## config.mk

```make
export PLATFORM = sky130hd
export DESIGN_NAME = bus_mem_responder
export DESIGN_NICKNAME = d
export VERILOG_FILES = /design/src/rtl/bus_pkg.sv /design/src/rtl/rr_arbiter.sv /design/src/rtl/bus_mem_responder.sv
export SDC_FILE = /design/constraint.sdc
export NUM_CORES = 2
export LEC_CHECK = 0
export CORE_UTILIZATION = 45
export CTS_CLUSTER_DIAMETER = 40
export DETAILED_ROUTE_END_ITERATION = 10
export PLACE_DENSITY_LB_ADDON = 0.12
export SLEW_MARGIN = 20
export SYNTH_ARGS = -nofsm -noshare
export SYNTH_HDL_FRONTEND = slang
export SYNTH_SLANG_ARGS = --single-unit
```

## constraint.sdc

```tcl
create_clock -name clk -period 5.45 [get_ports clk]
set_input_delay 1.635 -clock clk [delete_from_list [all_inputs] [get_ports clk]]
set_output_delay 1.635 -clock clk [all_outputs]
set_load 0.005 [all_outputs]
```

## src/rtl/bus_pkg.sv

```systemverilog
// Shared definitions for the two-cache snooping bus: op encodings, responder
// FSM states and default block geometry.
package bus_pkg;
    localparam int ADDR_W_DEF = 6;
    localparam int DATA_W_DEF = 32;

    localparam logic [1:0] B_READ  = 2'b10;
    localparam logic [1:0] B_WRITE = 2'b11;

    typedef enum logic [2:0] {
        IDLE,
        SNOOP,
        SNOOP_WAIT,
        MEM_RD,
        MEM_WR,
        RESP
    } state_t;
endpackage

```

## src/rtl/rr_arbiter.sv

```systemverilog
// Two-requester round-robin arbiter. The pointer names the port that wins a tie
// and flips every time a transaction completes.
module rr_arbiter (
    input  logic       clk,
    input  logic       reset,
    input  logic [1:0] req,
    input  logic       advance,
    output logic [1:0] gnt,
    output logic       ptr
);
    always_ff @(posedge clk) begin
        if (reset)
            ptr <= 1'b0;
        else if (advance)
            ptr <= ~ptr;
    end

    always_comb begin
        gnt = req;
        if (req == 2'b11)
            gnt = ptr ? 2'b10 : 2'b01;
    end
endmodule

```

## src/rtl/bus_mem_responder.sv

```systemverilog
// Bus responder and main-memory owner for the two-cache MSI system.
// Optional build macro SNOOP_WB_EN: a snoop hit also writes the supplied block to memory.
module bus_mem_responder
    import bus_pkg::*;
#(
    parameter int ADDR_W    = ADDR_W_DEF,
    parameter int DATA_W    = DATA_W_DEF,
    parameter int MEM_LAT   = 2,
    parameter int SNOOP_TMO = 4
) (
    input  logic                clk,
    input  logic                reset,
    input  logic [1:0]          req_valid,
    input  logic [3:0]          req_op,
    input  logic [2*ADDR_W-1:0] req_addr,
    input  logic [2*DATA_W-1:0] req_wdata,
    output logic [1:0]          grant,
    output logic [1:0]          resp_valid,
    output logic [DATA_W-1:0]   resp_data,
    output logic [1:0]          snoop_req,
    output logic [ADDR_W-1:0]   snoop_addr,
    input  logic [1:0]          snoop_ready,
    input  logic [1:0]          snoop_hit,
    input  logic [2*DATA_W-1:0] snoop_data
);
    localparam int DEPTH = 2 ** ADDR_W;
    localparam int CNT_W = 8;

    state_t              state;
    logic                win;
    logic [ADDR_W-1:0]   addr_q;
    logic [DATA_W-1:0]   wdata_q;
    logic [DATA_W-1:0]   data_q;
    logic [CNT_W-1:0]    cnt;
    logic [DATA_W-1:0]   mem [DEPTH];
`ifdef SNOOP_WB_EN
    logic                hit_q;
`endif

    logic [1:0]          elig;
    logic [1:0]          gnt;
    logic                rr_ptr;
    logic                win_idx;
    logic [1:0]          sel_op;
    logic [ADDR_W-1:0]   sel_addr;
    logic [DATA_W-1:0]   sel_wdata;
    logic                ready_j;
    logic                hit_j;
    logic [DATA_W-1:0]   sdata_j;

    // Only block ops (op[1]=1) compete; ops 00/01 are invisible to the arbiter.
    assign elig = {req_valid[1] & req_op[3], req_valid[0] & req_op[1]};

    rr_arbiter u_arb (
        .clk     (clk),
        .reset   (reset),
        .req     (elig),
        .advance (state == RESP),
        .gnt     (gnt),
        .ptr     (rr_ptr)
    );

    assign win_idx   = (elig == 2'b11) ? rr_ptr : elig[1];
    assign sel_op    = win_idx ? req_op[3:2] : req_op[1:0];
    assign sel_addr  = win_idx ? req_addr[2*ADDR_W-1:ADDR_W] : req_addr[ADDR_W-1:0];
    assign sel_wdata = win_idx ? req_wdata[2*DATA_W-1:DATA_W] : req_wdata[DATA_W-1:0];

    // Snoop responses are only looked at on the port opposite the winner.
    assign ready_j = win ? snoop_ready[0] : snoop_ready[1];
    assign hit_j   = win ? snoop_hit[0]   : snoop_hit[1];
    assign sdata_j = win ? snoop_data[DATA_W-1:0] : snoop_data[2*DATA_W-1:DATA_W];

    assign snoop_addr = addr_q;

    always_ff @(posedge clk) begin
        if (reset) begin
            state      <= IDLE;
            win        <= 1'b0;
            addr_q     <= '0;
            wdata_q    <= '0;
            data_q     <= '0;
            cnt        <= '0;
            grant      <= '0;
            resp_valid <= '0;
            resp_data  <= '0;
            snoop_req  <= '0;
`ifdef SNOOP_WB_EN
            hit_q      <= 1'b0;
`endif
            for (int i = 0; i < DEPTH; i++)
                mem[i] <= '0;
        end else begin
            grant      <= '0;
            resp_valid <= '0;
            resp_data  <= '0;
            snoop_req  <= '0;
            case (state)
                // The requester still holds req_valid while its response is out,
                // so nothing is accepted in that cycle.
                IDLE: if (elig != 2'b00 && resp_valid == 2'b00) begin
                    win     <= win_idx;
                    addr_q  <= sel_addr;
                    wdata_q <= sel_wdata;
                    grant   <= gnt;
                    cnt     <= '0;
`ifdef SNOOP_WB_EN
                    hit_q   <= 1'b0;
`endif
                    state   <= (sel_op == B_READ) ? SNOOP : MEM_WR;
                end
                SNOOP: begin
                    snoop_req <= win ? 2'b01 : 2'b10;
                    cnt       <= '0;
                    state     <= SNOOP_WAIT;
                end
                SNOOP_WAIT: begin
                    if (ready_j && hit_j) begin
                        data_q <= sdata_j;
`ifdef SNOOP_WB_EN
                        hit_q  <= 1'b1;
`endif
                        state  <= RESP;
                    end else if (ready_j || cnt == CNT_W'(SNOOP_TMO - 1)) begin
                        cnt   <= '0;
                        state <= MEM_RD;
                    end else begin
                        cnt <= cnt + CNT_W'(1);
                    end
                end
                MEM_RD: begin
                    if (cnt == CNT_W'(MEM_LAT)) begin
                        data_q <= mem[addr_q];
                        state  <= RESP;
                    end else begin
                        cnt <= cnt + CNT_W'(1);
                    end
                end
                MEM_WR: begin
                    if (cnt == '0)
                        mem[addr_q] <= wdata_q;
                    if (cnt == CNT_W'(MEM_LAT)) begin
                        data_q <= wdata_q;
                        state  <= RESP;
                    end else begin
                        cnt <= cnt + CNT_W'(1);
                    end
                end
                RESP: begin
                    resp_valid <= win ? 2'b10 : 2'b01;
                    resp_data  <= data_q;
                    cnt        <= '0;
`ifdef SNOOP_WB_EN
                    if (hit_q)
                        mem[addr_q] <= data_q;
`endif
                    state      <= IDLE;
                end
                default: state <= IDLE;
            endcase
        end
    end
endmodule

```

==> flow_metrics.env <==
export IMPL_run_status="complete, no violations"
export IMPL_route_top_layer_used="met5"
export IMPL_powerDensity_mw_per_mm2=464
export IMPL_skew_ps=57.2
export IMPL_synth_top_cell_area_share=0.619
export IMPL_syn_inst=6842
export IMPL_fin_area_mm2=0.117
export IMPL_slowest_delay_ps=800
export IMPL_hold_slack_ps=459
export IMPL_start_util=0.453
export IMPL_synth_avg_cell_area_um2=14.5
export IMPL_path_class="reg2reg"
export IMPL_slew_headroom=0.204
export IMPL_ys_top_cells_by_count="and2_1 (2087), edfxtp_1 (2048), clkbuf_1 (502)"
export IMPL_cpMaxStageDelayCell="dfxtp_4"
export IMPL_min_path_type="reg2reg"
export IMPL_ir_drop_v=0.000316
export IMPL_io_pin_count=196
export IMPL_coreArea_mm2=0.220
export IMPL_async_reset_ff_frac=0
export IMPL_post_route_min_period_ps=4000
export IMPL_setup_viol=0
export IMPL_die_area_mm2=0.223
export IMPL_gp_congestion=0.903
export IMPL_h_tree_depth=5
export IMPL_grt_pass1_wl_um=459000
export IMPL_cts_buffer_depth=4
export IMPL_first_global_vias=58584
export IMPL_cp_num_buf_inv=2
export IMPL_grtUsageTotal=0.294
export IMPL_route_met3_wl_um=25100
export IMPL_place_detailed_hpwl_um=207000
export IMPL_post_route_util=0.532
export IMPL_clk_latency_ps=960
export IMPL_hold_violations=0
export IMPL_yosysMostFrequentCell="and2_1"
export IMPL_cp_arrival_ps=4800
export IMPL_cts_root_buf="clkbuf_16"
export IMPL_crit_top_cell="nand3_1"
export IMPL_dp_cells=9488
export IMPL_clk_pin_slew_ps=50
export IMPL_cts_buffers=365
export IMPL_cp_required_ps=6250
export IMPL_cts_sinks=2175
export IMPL_antenna_found_initial=28
export IMPL_ys_flop_type="edfxtp_1"
export IMPL_wl_um=329000
export IMPL_ys_seq_elements=2175
export IMPL_leakage_nw=41.7
export IMPL_row_count=172
export IMPL_drt_vias_per_instance=5.87
export IMPL_portBuffers=195
export IMPL_drv_slew=0
export IMPL_drc_errors=0
export IMPL_wire_per_inst_um=32.4
export IMPL_crit_family="compound AO/OA/AOI/OAI gates"
export IMPL_fill_cells=17771
export IMPL_gr_total_overflow=0
export IMPL_syn_to_final_growth_pct=17.7
export IMPL_max_freq_mhz=250
export IMPL_final_setup_tns_ps=0
export IMPL_netlist_area_mm2=0.0993
export IMPL_cts_repair_resized=0
export IMPL_yosysUniqueCellTypes=64
export IMPL_grt_setup_unrepaired="false"
export IMPL_drtPass1Iterations=5
export IMPL_min_period_over_period=0.734
export IMPL_die_w_um=472
export IMPL_cts_tree="built"
export IMPL_crit_path_start_kind="flip-flop"
export IMPL_cp_cell_sequence="buf_12 > buf_4 > mux2i_1 > a22oi_1 > nand3_1 > nand3_1 > o21ai_0 > a311oi_1"
export IMPL_final_layout_size_suffix_gt1_frac=0.197
export IMPL_synth_edf_count=2048
export IMPL_yosysWarnings=0
export IMPL_met1_length_um=133000
export IMPL_cp_end_kind="flip-flop"
export IMPL_worstMarginPinSlew_ps=1190
export IMPL_synth_top_cell_by_area="edfxtp_1"
export IMPL_synth_seq_area_share=0.645
export IMPL_cts_setup_buffers=0
export IMPL_drt_iter0_drc=7085
export IMPL_met2WireLength_um=154000
export IMPL_synth_nets=6997
export IMPL_die_h_um=472
export IMPL_placedInstanceArea_mm2=0.105
export IMPL_final_nets=7139
export IMPL_grt_max_degree=125
export IMPL_synth_area_top_cells="edfxtp_1 (62%), and2_1 (13%), mux4_2 (7.7%), mux2i_1 (4.9%), dfxtp_1 (2.6%)"
export IMPL_fin_cells=10154
export IMPL_detail_route_antenna_nets=0
export IMPL_postCtsHoldBufs=0
export IMPL_maxCapViolCount=0
export IMPL_vias=59565
export IMPL_path_max_fanout=33
## registers in the layout (all words and copies together) (netlist names), 2 cells and up, named ones only
name and cells:
mem 2048, data_q 32, resp_data 32, wdata_q 32, cnt 8, snoop_addr 6
state 3, grant 2, resp_valid 2, snoop_req 2
## worst register-to-register path, cell delays in order, from the launching register on
cell and delay [ps]:
dfxtp_4 800, buf_12 370, buf_4 590, mux2i_1 640, a22oi_1 190, nand3_1 260, nand3_1 100, o21ai_0 710
a311oi_1 200
## through the flow
step,worst slack (ps),total power [mW]
4_1_cts,1440,54.3
3_3_place_gp,967,31.1
5_1_grt,1300,55.4
2_1_floorplan,2060,25.8
6_report,1450,54.2
3_5_place_dp,905,31.2
## where the power goes
part	internal [mW]	switching, mW	leakage (nW)
Combinational	3.45	7.55	13.6
Sequential	19.0	1.04	22.2
Clock	14.8	8.44	5.93
Total	37.2	17.0	41.7
## path summary, 6_finish.rpt
kind / from / end / slack, ps / depth (start not counted)
max: flip-flop / data_q[0] / 1450 / 8
max reg2reg: flip-flop / data_q[0] / 1450 / 8
min: data_q[4] / resp_data[4] / 460 / 1
min reg2reg: data_q[4] / resp_data[4] / 460 / 1
## cell families after synthesis
family / share of synthesized area
compound gates: 0.0323
xor+xnor: 0.000617
fa+ha+maj: 0.000378
buf+inv: 0.0314
flops: 0.645
mux: 0.130
simple gates: 0.160
## area by class of cell
type / instances / area, um^2 / area share
Sequential cell: 2175 / 64100 / 0.548
Multi-Input combinational cell: 3977 / 32400 / 0.277
Clock buffer: 406 / 9500 / 0.0813
Timing Repair Buffer: 456 / 4450 / 0.0381
Tap cell: 2871 / 3590 / 0.0307
Clock inverter: 247 / 2790 / 0.0239
Inverter: 9 / 33.8 / 0.000289
Antenna cell: 13 / 32.5 / 0.000278
## layer usage
layer / global-route usage / up-vias
li1: - / 25360
met1: 0.396 / 30995
met3: 0.0528 / 580
met5: 0 / -
met2: 0.463 / 2622
met4: 0.135 / 8
## cell usage in the layout, fill, tap and decap left out, types with 89 or more instances in the layout
cell,n
edfxtp_1,2048
buf_4,218
nand2_1,136
clkdlybuf4s50_1,194
mux4_2,340
mux2i_1,484
and2_1,2086
clkbuf_16,372
a22oi_1,214
nor2_1,109
dfxtp_1,89
nand3_1,115
Power figures use the tool's default switching activity.
